### src/rtl/run_length_decoder.sv
// Escape-coded run-length decoder: literals pass through, ESC,0 emits ESC, and ESC,N,V emits V N times.
// Optional feature macro RLD_STATS_EN adds a saturating 16-bit output byte counter on port byte_count.
module run_length_decoder #(
  parameter logic [7:0] ESC = 8'h1B
) (
  input  logic        fast_clk,
  input  logic        reset,
  input  logic [7:0]  in_data,
  input  logic        in_valid,
  output logic        in_ready,
  output logic [7:0]  out_data,
  output logic        out_valid,
  input  logic        out_ready
`ifdef RLD_STATS_EN
  ,
  output logic [15:0] byte_count
`endif
);

  typedef enum logic [1:0] {IDLE, GOT_ESC, GOT_CNT, EXPAND} state_t;

  state_t      r_state;
  state_t      w_state_nxt;
  logic [7:0]  r_rem;
  logic [7:0]  w_rem_nxt;
  logic [7:0]  r_data;
  logic [7:0]  w_data_nxt;
  logic        r_valid;
  logic        w_valid_nxt;
  logic        w_in_xfer;
  logic        w_out_xfer;

  // The output register can take a new byte only when it is empty or draining this cycle.
  assign in_ready   = (r_state != EXPAND) && (!r_valid || out_ready);
  assign w_in_xfer  = in_valid && in_ready;
  assign w_out_xfer = r_valid && out_ready;
  assign out_data   = r_data;
  assign out_valid  = r_valid;

  always_ff @(posedge fast_clk or negedge reset) begin
    if (!reset) begin
      r_state <= IDLE;
      r_rem   <= 8'h00;
      r_data  <= 8'h00;
      r_valid <= 1'b0;
    end else begin
      r_state <= w_state_nxt;
      r_rem   <= w_rem_nxt;
      r_data  <= w_data_nxt;
      r_valid <= w_valid_nxt;
    end
  end

  always_comb begin
    w_state_nxt = r_state;
    w_rem_nxt   = r_rem;
    w_data_nxt  = r_data;
    w_valid_nxt = r_valid && !w_out_xfer;
    case (r_state)
      IDLE: begin
        if (w_in_xfer) begin
          if (in_data == ESC) begin
            w_state_nxt = GOT_ESC;
          end else begin
            w_data_nxt  = in_data;
            w_valid_nxt = 1'b1;
          end
        end
      end
      GOT_ESC: begin
        if (w_in_xfer) begin
          if (in_data == 8'h00) begin
            w_data_nxt  = ESC;
            w_valid_nxt = 1'b1;
            w_state_nxt = IDLE;
          end else begin
            w_rem_nxt   = in_data;
            w_state_nxt = GOT_CNT;
          end
        end
      end
      GOT_CNT: begin
        if (w_in_xfer) begin
          w_data_nxt  = in_data;
          w_valid_nxt = 1'b1;
          w_rem_nxt   = r_rem - 8'd1;
          w_state_nxt = (r_rem == 8'd1) ? IDLE : EXPAND;
        end
      end
      EXPAND: begin
        // rem counts copies still owed after the one on the output; leave at 1 so the last copy drains in IDLE.
        w_valid_nxt = 1'b1;
        if (w_out_xfer) begin
          w_rem_nxt = r_rem - 8'd1;
          if (r_rem == 8'd1) begin
            w_state_nxt = IDLE;
          end
        end
      end
      default: begin
        w_state_nxt = IDLE;
      end
    endcase
  end

`ifdef RLD_STATS_EN
  logic [15:0] r_byte_count;

  always_ff @(posedge fast_clk or negedge reset) begin
    if (!reset) begin
      r_byte_count <= 16'h0000;
    end else if (w_out_xfer && (r_byte_count != 16'hFFFF)) begin
      r_byte_count <= r_byte_count + 16'd1;
    end
  end

  assign byte_count = r_byte_count;
`endif

endmodule

### config.mk
export PLATFORM = sky130hd
export DESIGN_NAME = run_length_decoder
export DESIGN_NICKNAME = d
export VERILOG_FILES = /design/src/rtl/run_length_decoder.sv
export SDC_FILE = /design/constraint.sdc
export NUM_CORES = 1
export LEC_CHECK = 0
export BUFFER_PORTS_ARGS = -buffer_cell sky130_fd_sc_hd__buf_2
export CAP_MARGIN = 10
export CORE_UTILIZATION = 57
export CTS_CLUSTER_DIAMETER = 50
export DETAILED_ROUTE_END_ITERATION = 10
export HOLD_SLACK_MARGIN = 0.02
export PLACE_DENSITY = 0.82
export SLEW_MARGIN = 20
export SYNTH_ARGS = -nofsm -noshare
export SYNTH_HDL_FRONTEND = slang
export SYNTH_SLANG_ARGS = --single-unit
### constraint.sdc
create_clock -name fast_clk -period 4.1 [get_ports fast_clk]
set_input_delay 0.205 -clock fast_clk [delete_from_list [all_inputs] [get_ports fast_clk]]
set_output_delay 0.205 -clock fast_clk [all_outputs]
set_load 0.03 [all_outputs]
**Yosys cells after proc, flatten, opt, wreduce, memory -nomap -nowiden**

Index checks and enable logic that the tools add are counted.

- Register bits after elaboration: 19
- Output and inout port bits: 10
- Input port bits: 12

- Muxes and demuxes: 26
- Add/sub/neg operators: 1
- Eq/ne operators: 15
- Reductions and logical operators: 14

Operators by type and width:

| kind | number |
|---|---|
| 2-to-1 mux 8 bit | 9 |
| one-hot mux 8 bit (3 select lines) | 2 |
| inequality test 2 bit (second input constant) | 10 |
| 2-to-1 mux 2 bit | 8 |
| AND reduction 6 bit | 2 |
| equality test 8 x 1 -> 1 bit (second input constant) | 1 |
| equality test 8 x 5 -> 1 bit (second input constant) | 1 |
| logical NOT 8 bit | 1 |
| one-hot mux 2 bit (4 select lines) | 1 |
| subtractor 8 x 1 -> 8 bit (second input constant) | 1 |
| nonzero test 3 bit | 2 |
| 2-to-1 mux 1 bit | 5 |
| AND reduction 5 bit | 1 |
| equality test 2 bit (second input constant) | 2 |
| logical AND 1 bit | 4 |
| one-hot mux 1 bit (4 select lines) | 1 |
| equality test 2 x 1 -> 1 bit (second input constant) | 1 |
| logical NOT 1 bit | 2 |
| logical NOT 2 bit | 1 |
| logical OR 1 bit | 1 |

**Logic depth before layout (Yosys ltp)**

- Depth after elaboration: 6
- Depth in mapped cells: 7
- Gate-level depth less buffers: 6

**Least setup slack after synthesis**

OpenSTA, ideal clock, no wires.

- Path kind: register to register
- Start: reg r_valid, in the netlist out_valid
- End: reg r_valid, in the netlist out_valid
- Buffers on the path: 0
- Path slack: 2,235 ps
- Data required time: 3,919 ps
- Data arrival time: 1,684 ps
- Period minus slack after synthesis: 1,865 ps
- Library setup time: 181 ps
- Stages on the path, launching flop included: 4
- Path through: dfrtp_1 -> nand2b_1 -> a21boi_0 -> a22oi_1

- Word-level cells in the longest chain between the ends: 6
- Elaborated cells on any way between the ends: 13
- Classes of those cells: 6 x mux; 7 x reduce/logical

Ends and longest elaborated chain:

| item | line | text |
|---|---|---|
| start, declared | 28 | `logic r_valid;` |
| start signal, assigned | 50 | `r_valid <= w_valid_nxt;` |
| logical NOT 1 bit * | 34 | `assign in_ready = (r_state != EXPAND) && (!r_valid \|\| out_ready);` |
| logical OR 1 bit * | 34 |  |
| logical AND 1 bit * | 34 |  |
| via in_ready | 10 | `output logic in_ready,` |
| logical AND 1 bit * | 35 | `assign w_in_xfer = in_valid && in_ready;` |
| 2-to-1 mux 1 bit (on tied branches) | 83, 61, 71 |  |
| one-hot mux 1 bit (4 select lines) * | 59 | `case (r_state)` |
| via w_valid_nxt | 29 | `logic w_valid_nxt;` |

Mark *: on every way through the listed nets, which the timed path passes. The rest lies on a longest branch.
A chain may end at the register's enable or synchronous reset.

**Worst setup path after layout**

- Start: reg r_state[1]
- End: reg r_rem[1]

- Word-level cells in the longest chain between the ends: 5
- Elaborated cells on any way between the ends: 13
- Classes of those cells: 8 x eq/ne; 1 x mux; 4 x reduce/logical

Ends and longest elaborated chain:

| item | line | text |
|---|---|---|
| start, declared | 22 | `state_t r_state;` |
| start signal, assigned | 47 | `r_state <= w_state_nxt;` |
| inequality test 2 bit | 34 |  |
| logical AND 1 bit | 34 |  |
| logical AND 1 bit | 35 |  |
| inequality test 2 bit (no line) | - |  |
| AND reduction 5 bit (no line) | - |  |
| end signal, assigned | 48 | `r_rem <= w_rem_nxt;` |
| end, declared | 24 | `logic [7:0] r_rem;` |

Several ways; a longest one is shown, not always the timed one.

==> run summary <==
Max FO, Critical Path: 12
CP bufs+invs: 1
Final WS setup: 1.95 ns
Routability cong.: 0.924
Antenna diodes: 0
Initial Util: 62.3%
Clk_lat worst skew: 0.30 ns
Port bufs: 21
Placed cells: 148
HPWL after DPL: 1.82 mm
Cell family with most CP delay: flip-flops
Clk buf depth: 2
Syn Inst Count: 107
Synth-to-Final Area Change: 14.1%
Post-Route WL: 2.47 mm
Clk root buf: clkbuf_4
Leading area contributor after synthesis: dfrtp_1
Synthesis Warnings: 0
Synthesized flop and latch total: 19
Final setup viols: 0
DRC: 0
Cells along the critical path: inv_1 > nand3_1 > o21ai_0 > mux2_2
Clock skew: 0.00300 ns
Max Cap Viol: 0
Post-synth EDFFs: 0
Post-CTS Setup Bufs: 0
Final Non-Filler Cells: 153
Commonest cells post-synth: dfrtp_1 (19), inv_1 (6)
Final hold slack: 0.172 ns
Final Hold Viols: 0
TritonCTS buffer count: 3
Achievable frequency: 0.465 GHz
Die Span Y: 45.9 um
Syn_nets: 121
Vias in the first global route: 916
CTS H-tree lvls: 1
Crit path arrival time: 2.35 ns
NumNets Final: 143
Leak: 0.532 nW
Resize count post-CTS: 0
Row count: 15
Average wire per standard cell: 16.2 um
Vias per cell: 6.53
Fin crit period: 2.15 ns
Pre-CTS setup slack: 2.01 ns
DRT Pass-1 Iters: 4
Avg Cell Area, Syn: 10.3 um2
WP data required: 4.30 ns
Max Slew Vio Count: 0
Crit. End Element: register
RSZ-0062 raised after global routing: false
WS Path Type: register to register
First-pass GRT wire length: 4.16 mm
Die area: 0.00211 mm2
GR Util All Layers: 28.0%
Post-CTS Hold Buffers: 1
CTS tree: yes
Crit path largest cell delay: 0.53 ns
Post-synthesis sequential area ratio: 43.2%
Initial DRC Count: 15
Yosys top cell area share: 43.2%
Die width: 45.9 um
Pwr per Cell Area: 657 mW/mm2
Post-synth cell types: 42
Hold Crit Class: input pin to register
Layout cells sized above 1: 28.1%
Post-Route Setup TNS: 0 ns
FFs w/ async S/R, synth: 100%
Prevailing post-synth register cell: dfrtp_1
Antenna Nets Post-Route: 0
Synth top area cells: dfrtp_1 (43%), o211ai_1 (3.4%), a22o_1 (3.2%)
Crit start category: register
Ports: 22
Core box area: 0.00176 mm2
GRT overflow: 0
Initial antenna violation count: 0
Tot Pwr: 0.825 mW
Worst Tran Pin Value: 0.646 ns
Routed vias: 999
Worst VDD drop: 0.000398 V
Worst-path clk slew: 0.10 ns
Slew Limit Headroom: 56.6%
Post-Syn Area: 0.00110 mm2
Final period util: 52.4%
Crit path max-delay cell type: dfrtp_1
Top-count cell post-synth: dfrtp_1
Largest net degree at the start of global routing: 20
Run status: finished, final reports clean
TritonCTS Sinks: 19
==> state kept, by name, summed over array words and instances, names as in the netlist <==
name       count
out_data       8
out_valid      1
r_rem          8
r_state        2
==> layout make-up <==
class	instances	area (um2)
Inverter	6	22.5
Clock inverter	1	5.00
Clock buffer	3	22.5
Tap cell	25	31.3
Timing Repair Buffer	22	115
Sequential cell	19	475
Multi-Input combinational cell	77	583
Fill cell	155	509
==> cell usage in the layout, fill, tap and decap left out, drive strengths merged, types with 3 or more instances in the layout <==
cell / instances
buf: 21
dfrtp: 19
inv: 6
nand3: 5
o211ai: 5
nor3: 5
nand2: 4
a22o: 4
o32a: 3
and3: 3
a31oi: 3
clkbuf: 3
or4: 3
nor4: 3
a211oi: 3
or3: 3
==> worst paths after layout <==
path,startpoint,to,slack [ns],cells past startpoint
min,in_data[2],out_data[2],0.17,2
min reg2reg,out_data[5],out_data[5],0.50,1
max reg2reg,r_state[1],r_rem[1],1.95,4
max in group asynchronous,reset,out_data[0],3.44,2
max,r_state[1],r_rem[1],1.95,4
min in group asynchronous,reset,r_rem[0],0.36,2
==> power breakdown <==
part | internal (mW) | leakage, nW | switching [mW]
Clock | 0.0365 | 0.0177 | 0.0573
Sequential | 0.260 | 0.217 | 0.0778
Combinational | 0.164 | 0.297 | 0.229
Total | 0.460 | 0.532 | 0.364
==> per-stage QoR <==
stage,cell area (um2),util [%]
after floorplan,1100,-
after global placement,1220,69.0
after detailed placement,1220,69.0
after CTS,1250,71.1
after global routing,1250,71.1
final,1250,71.1
==> per-layer routing <==
layer | global-route usage [%] | vias to the layer above | routed length, um
li1 | - | 470 | -
met1 | 38.2 | 483 | 1140
met3 | 9.13 | 10 | 124
met4 | 10.6 | 0 | 63
met2 | 40.8 | 36 | 1150
met5 | 0 | - | 0
==> cell families after synthesis <==
family,count (synthesis),share of synthesized area (%)
AOI/OAI and AO/OA,36,27.0
and+or+nand+nor,36,20.8
DFF,19,43.2
buffers and inverters,11,3.75
muxes,3,2.96
adders and majority gates,2,2.27
(Power assumes the default switching activity.)
